## config.mk

```make
export PLATFORM = sky130hd
export DESIGN_NAME = mdu_multicycle
export DESIGN_NICKNAME = d
export VERILOG_FILES = /design/src/rtl/mdu_multicycle.sv
export SDC_FILE = /design/constraint.sdc
export NUM_CORES = 1
export LEC_CHECK = 0
export ABC_AREA = 0
export CAP_MARGIN = 10
export CORE_UTILIZATION = 45
export CTS_BUF_LIST = sky130_fd_sc_hd__clkbuf_8
export DETAILED_ROUTE_END_ITERATION = 7
export GPL_ROUTABILITY_DRIVEN = 1
export PLACE_DENSITY_LB_ADDON = 0.12
export SYNTH_ARGS = -nofsm -noshare
export SYNTH_HDL_FRONTEND = slang
export SYNTH_SLANG_ARGS = --single-unit
```

## constraint.sdc

```tcl
create_clock -name clk -period 11.6 [get_ports clk]
set_clock_uncertainty 0.2 [all_clocks]
set_input_delay 3.48 -clock clk [delete_from_list [all_inputs] [get_ports clk]]
set_output_delay 3.48 -clock clk [all_outputs]
set_load 0.01 [all_outputs]
```

## src/rtl/mdu_multicycle.sv

```systemverilog
// Multicycle multiply/divide unit with HI/LO registers (shift-add / restoring divide).
// Optional fast divide-by-zero path and div0 flag: define MDU_DIV0_FAST_EN.
module mdu_multicycle #(
  parameter int WIDTH = 32
) (
  input  logic             clk,
  input  logic             rst,
  input  logic             start,
  input  logic [1:0]       op,
  input  logic [WIDTH-1:0] a,
  input  logic [WIDTH-1:0] b,
  input  logic             hi_we,
  input  logic             lo_we,
  input  logic [WIDTH-1:0] wdata,
  output logic             busy,
  output logic             done,
  output logic [WIDTH-1:0] hi,
  output logic [WIDTH-1:0] lo
`ifdef MDU_DIV0_FAST_EN
  ,
  output logic             div0
`endif
);

  localparam int CW = $clog2(WIDTH);
  localparam int W2 = 2 * WIDTH;

  typedef enum logic [1:0] {
    S_IDLE,
    S_CALC,
    S_FIX
  } state_e;

  state_e          state_q, state_d;
  logic [1:0]      op_q, op_d;
  logic            sa_q, sa_d;
  logic            sb_q, sb_d;
  logic            dz_q, dz_d;
  logic [WIDTH-1:0] ma_q, ma_d;
  logic [WIDTH-1:0] mb_q, mb_d;
  logic [CW-1:0]   cnt_q, cnt_d;
  logic [W2-1:0]   acc_q, acc_d;
  logic [WIDTH-1:0] hi_q, hi_d;
  logic [WIDTH-1:0] lo_q, lo_d;
  logic            done_q, done_d;

  logic            in_sa, in_sb;
  logic [WIDTH-1:0] in_ma, in_mb;
  logic [WIDTH:0]  msum;
  logic [WIDTH:0]  dtop;
  logic [WIDTH:0]  ddiff;
  logic [W2-1:0]   prod;
  logic [WIDTH-1:0] quo, rem;

  assign busy = (state_q != S_IDLE);
  assign done = done_q;
  assign hi   = hi_q;
  assign lo   = lo_q;

  // Operand conditioning: magnitudes and signs for signed ops only.
  always_comb begin
    in_sa = ~op[0] & a[WIDTH-1];
    in_sb = ~op[0] & b[WIDTH-1];
    in_ma = in_sa ? -a : a;
    in_mb = in_sb ? -b : b;
  end

  // Datapath step terms for one multiply or divide iteration.
  always_comb begin
    msum  = {1'b0, acc_q[W2-1:WIDTH]}
          + (acc_q[0] ? {1'b0, ma_q} : '0);
    dtop  = acc_q[W2-1:WIDTH-1];
    ddiff = dtop - {1'b0, mb_q};
  end

  // Sign fix-up of the finished product, quotient and remainder.
  always_comb begin
    prod = (sa_q ^ sb_q) ? -acc_q : acc_q;
    quo  = acc_q[WIDTH-1:0];
    rem  = acc_q[W2-1:WIDTH];
    if (sa_q ^ sb_q) quo = -quo;
    if (sa_q)        rem = -rem;
  end

  // Next-state and datapath control.
  always_comb begin
    state_d = state_q;
    op_d    = op_q;
    sa_d    = sa_q;
    sb_d    = sb_q;
    dz_d    = dz_q;
    ma_d    = ma_q;
    mb_d    = mb_q;
    cnt_d   = cnt_q;
    acc_d   = acc_q;
    hi_d    = hi_q;
    lo_d    = lo_q;
    done_d  = 1'b0;
    unique case (state_q)
      S_IDLE: begin
        if (hi_we) hi_d = wdata;
        if (lo_we) lo_d = wdata;
        if (start) begin
          op_d  = op;
          sa_d  = in_sa;
          sb_d  = in_sb;
          ma_d  = in_ma;
          mb_d  = in_mb;
          dz_d  = op[1] & (b == '0);
          cnt_d = '0;
          acc_d = op[1] ? {{WIDTH{1'b0}}, in_ma}
                        : {{WIDTH{1'b0}}, in_mb};
          state_d = S_CALC;
`ifdef MDU_DIV0_FAST_EN
          if (op[1] && (b == '0)) state_d = S_FIX;
`endif
        end
      end
      S_CALC: begin
        if (op_q[1]) begin
          if (!ddiff[WIDTH])
            acc_d = {ddiff[WIDTH-1:0], acc_q[WIDTH-2:0], 1'b1};
          else
            acc_d = {dtop[WIDTH-1:0], acc_q[WIDTH-2:0], 1'b0};
        end else begin
          acc_d = {msum, acc_q[WIDTH-1:1]};
        end
        cnt_d = cnt_q + CW'(1);
        if (cnt_q == CW'(WIDTH - 1)) state_d = S_FIX;
      end
      S_FIX: begin
        if (!op_q[1]) begin
          hi_d = prod[W2-1:WIDTH];
          lo_d = prod[WIDTH-1:0];
        end else if (dz_q) begin
          hi_d = sa_q ? -ma_q : ma_q;
          lo_d = '1;
        end else begin
          hi_d = rem;
          lo_d = quo;
        end
        done_d  = 1'b1;
        state_d = S_IDLE;
      end
      default: state_d = S_IDLE;
    endcase
  end

  // State and datapath registers.
  always_ff @(posedge clk or posedge rst) begin
    if (rst) begin
      state_q <= S_IDLE;
      op_q    <= '0;
      sa_q    <= 1'b0;
      sb_q    <= 1'b0;
      dz_q    <= 1'b0;
      ma_q    <= '0;
      mb_q    <= '0;
      cnt_q   <= '0;
      acc_q   <= '0;
      hi_q    <= '0;
      lo_q    <= '0;
      done_q  <= 1'b0;
    end else begin
      state_q <= state_d;
      op_q    <= op_d;
      sa_q    <= sa_d;
      sb_q    <= sb_d;
      dz_q    <= dz_d;
      ma_q    <= ma_d;
      mb_q    <= mb_d;
      cnt_q   <= cnt_d;
      acc_q   <= acc_d;
      hi_q    <= hi_d;
      lo_q    <= lo_d;
      done_q  <= done_d;
    end
  end

`ifdef MDU_DIV0_FAST_EN
  logic div0_q;

  // Divide-by-zero flag, pulsed alongside done.
  always_ff @(posedge clk or posedge rst) begin
    if (rst) div0_q <= 1'b0;
    else     div0_q <= (state_q == S_FIX) & op_q[1] & dz_q;
  end

  assign div0 = div0_q;
`endif

endmodule

```

==> run_results.csv <==
group,metric,value,unit
cts,htreeDepth,2,
floorplanning,die_area,0.03863,sq mm
cts,cts_sinks,204,
drt,drcViolationCount,0,
global_route,grt_pass1_wl,97450,um
timing,worstMarginPinSlew,1003,ps
status,outcome,"completed",
hold_path,min_path_cells,2,
power,pwr_density_cell,327.3,mW/mm^2
setup_path,crit_type,"in -> reg",
layout,seq_area,0.005110,sq mm
global_route,grt_max_degree,94,
timing,setup_viol,0,
layout,fillers,3607,
global_route,grt_pass1_vias,16140,
power,vdd_drop_max,0.1804,mV
hold_path,hold_path.class,"reg -> reg",
floorplanning,rows,70,
layout,syn_to_final_growth,16.35,%
drt,wl_per_cell,23.18,um
cts,cts_tree,"yes",
layout,num-nets-final,2438,
cts,cts_buffer_depth,3,
synth,synth_seq_cells,204,
timing,drv_slew,0,
cts,clock_latency,600,ps
synth,synth_edf_count,0,
drt,vias_per_cell,6.079,
layout,multi_input_area,0.01112,sq mm
synth,syn-num-nets,2364,
timing,finalHoldViolations,0,
drt,wirelength,64730,um
synth,ys_async_sr_fraction,100.0,%
power,total_power,6.485,mW
drt,ant_nets,0,
global_route,antenna_found_initial,0,
layout,final_cell_mix,"nand2_1 (263), o21ai_0 (249), dfrtp_1 (202), nor2_1 (168), clkdlybuf4s50_1 (167)",
setup_path,worst-r2r-cell-count,13,
global_route,grtUsageTotal,33.49,%
timing,period_needed,6308,ps
floorplanning,fp.dieW,196.5,um
timing,clock.fmax,158.5,MHz
setup_path,r2r_slack,6270,ps
layout,final_common_cell,"nand2_1",
layout,fin_util,53.61,%
cts,clk_pin_slew_worst_paths,60,ps
cts,cts-root-buf,"clkbuf_8",
floorplanning,ios,169,
placed_design,routabilityCongestion,0.9621,
global_route,overflow,0,
timing,finalCritPeriodShare,54.38,%
floorplanning,start_util,46.08,%
setup_path,cp.arrival,6550,ps
setup_path,cp-start-kind,"input pin",
timing,fin_setup_tns,0,ps
synth,syn_area,0.01703,sq mm
setup_path,worstPathMaxFanout,5,
placed_design,hpwlAfterDp,50070,um
layout,drive_gt1_share,5.024,%
drt,num_vias,16980,
synth,synth_cell_types,79,
timing,rsz0062_at_grt,"no",
synth,ys.warnings.count,0,
floorplanning,core,0.03696,sq mm
cts,cts_buffers,38,
floorplanning,dieHeight,196.5,um
timing,slew-limit-headroom,33.16,%
setup_path,cp_data_required_time,11840,ps
synth,synth_cells,2188,
timing,fin_ws,5292,ps
setup_path,endpoint_kind,"flip-flop",
layout,n_antenna_cell,0,
synth,synth_ff_type,"dfrtp_1",
drt,first_iter_violations,1374,
placed_design,port_buffers,168,
placed_design,pre_cts_ws,4718,ps
flow_run,max-cap-violations,0,
cts,postCtsSetupBuffers,0,
synth,avgSynthCellArea,7.784,sq um
cts,ctsHoldBuffers,0,
drt,drt_pre_antenna_iters,5,
synth,synth-seq-area-share,29.97,%
power,p_leak,8.120,nW
cts,cts_resized,0,
final timing paths:
path                                       start                     to
max in group asynchronous                    rst     lo[28]$_DFFE_PP0P_
setup reg to reg           acc_q[31]$_DFFE_PP0P_  acc_q[61]$_DFFE_PP0P_
hold / removal                 hi[1]$_DFFE_PP0P_      hi[1]$_DFFE_PP0P_
hold reg to reg                hi[1]$_DFFE_PP0P_      hi[1]$_DFFE_PP0P_
setup / recovery                            b[3]  acc_q[30]$_DFFE_PP0P_
min in group asynchronous                    rst  acc_q[56]$_DFFE_PP0P_
synth_stat cells, drive strengths merged (13+ instances only):
master  instances  area share, %
nor3           42            1.2
nand2b         16           0.63
clkbuf        134            3.0
inv            70            1.5
a211oi         60            2.6
and3           14           0.51
o31ai          35            1.6
o41ai          14           0.72
nand4          13           0.48
o21ai         255            7.5
dfrtp         204             30
a21o           31            1.4
a21oi         156            4.6
or4            23            1.0
xor2          106            5.5
or3            19           0.73
nor2          169            3.7
a22oi          30            1.3
buf            20           0.54
nand3          33           0.97
nand2         264            5.8
xnor2         129            6.6
nor4           16           0.62
ha             71            5.2
a31oi          26           0.96
mux2i          36            2.1
and2           39            1.4
o211ai         25            1.1
o22ai          36            1.3
per-layer routing:
layer,GRT usage (%),part of all wire [%],vias to the layer above
li1,-,-,8015
met1,46.78,44,8190
met2,52.04,45,649
met3,4.569,6.9,126
met4,13.77,3.8,0
met5,0,0,-
layout make-up:
class,instances,area share (%)
clock inverter,18,0.7135
clock buffer,49,3.403
timing repair buffer,188,9.421
multi-input combinational,1760,56.13
inverter,70,1.364
tap,504,3.182
sequential,204,25.79
registers in the layout, summed over array words and instances, names as in the netlist:
name,cells
lo,32
done,1
dz_q,1
hi,32
sa_q,1
cnt_q,5
op_q,1
state_q,2
sb_q,1
ma_q,32
acc_q,64
mb_q,32
kinds of logic after synthesis:
family                     synth area share [%]
muxes                                     2.380
adders and majority gates                 5.451
xor gates and xnor gates                  12.08
AOI/OAI and AO/OA                         26.23
and+or+nand+nor                           18.85
DFF                                       29.97
buffers and inverters                     5.032
critical path, cell delays in order:
cell,delay (ps)
clkdlybuf4s50_1,500
or4_1,590
nor4_1,640
nand2_1,140
nor2_1,210
nand2_1,190
nor4_1,290
nor2_1,90
xor2_1,190
o21ai_0,140
o21ai_0,80
power breakdown:
group | switching [mW] | leakage [nW] | internal, mW | total [mW]
Combinational | 2.35 | 5.20 | 1.70 | 4.05
Sequential | 0.609 | 2.48 | 1.06 | 1.67
Clock | 0.344 | 0.449 | 0.426 | 0.770
Total | 3.30 | 8.12 | 3.19 | 6.49
per-stage QoR:
| step | hold WS [ps] | instances | instance area, sq um |
|---|---|---|---|
| after floorplan | 248.5 | 2188 | 17030 |
| after global placement | 264.5 | 2724 | 18940 |
| after detailed placement | 266.9 | 2724 | 18940 |
| after CTS | 279.3 | 2791 | 19760 |
| after global routing | 300.3 | 2793 | 19820 |
| final | 277.1 | 2793 | 19820 |
Note: power is estimated with default switching activity, not from simulation.
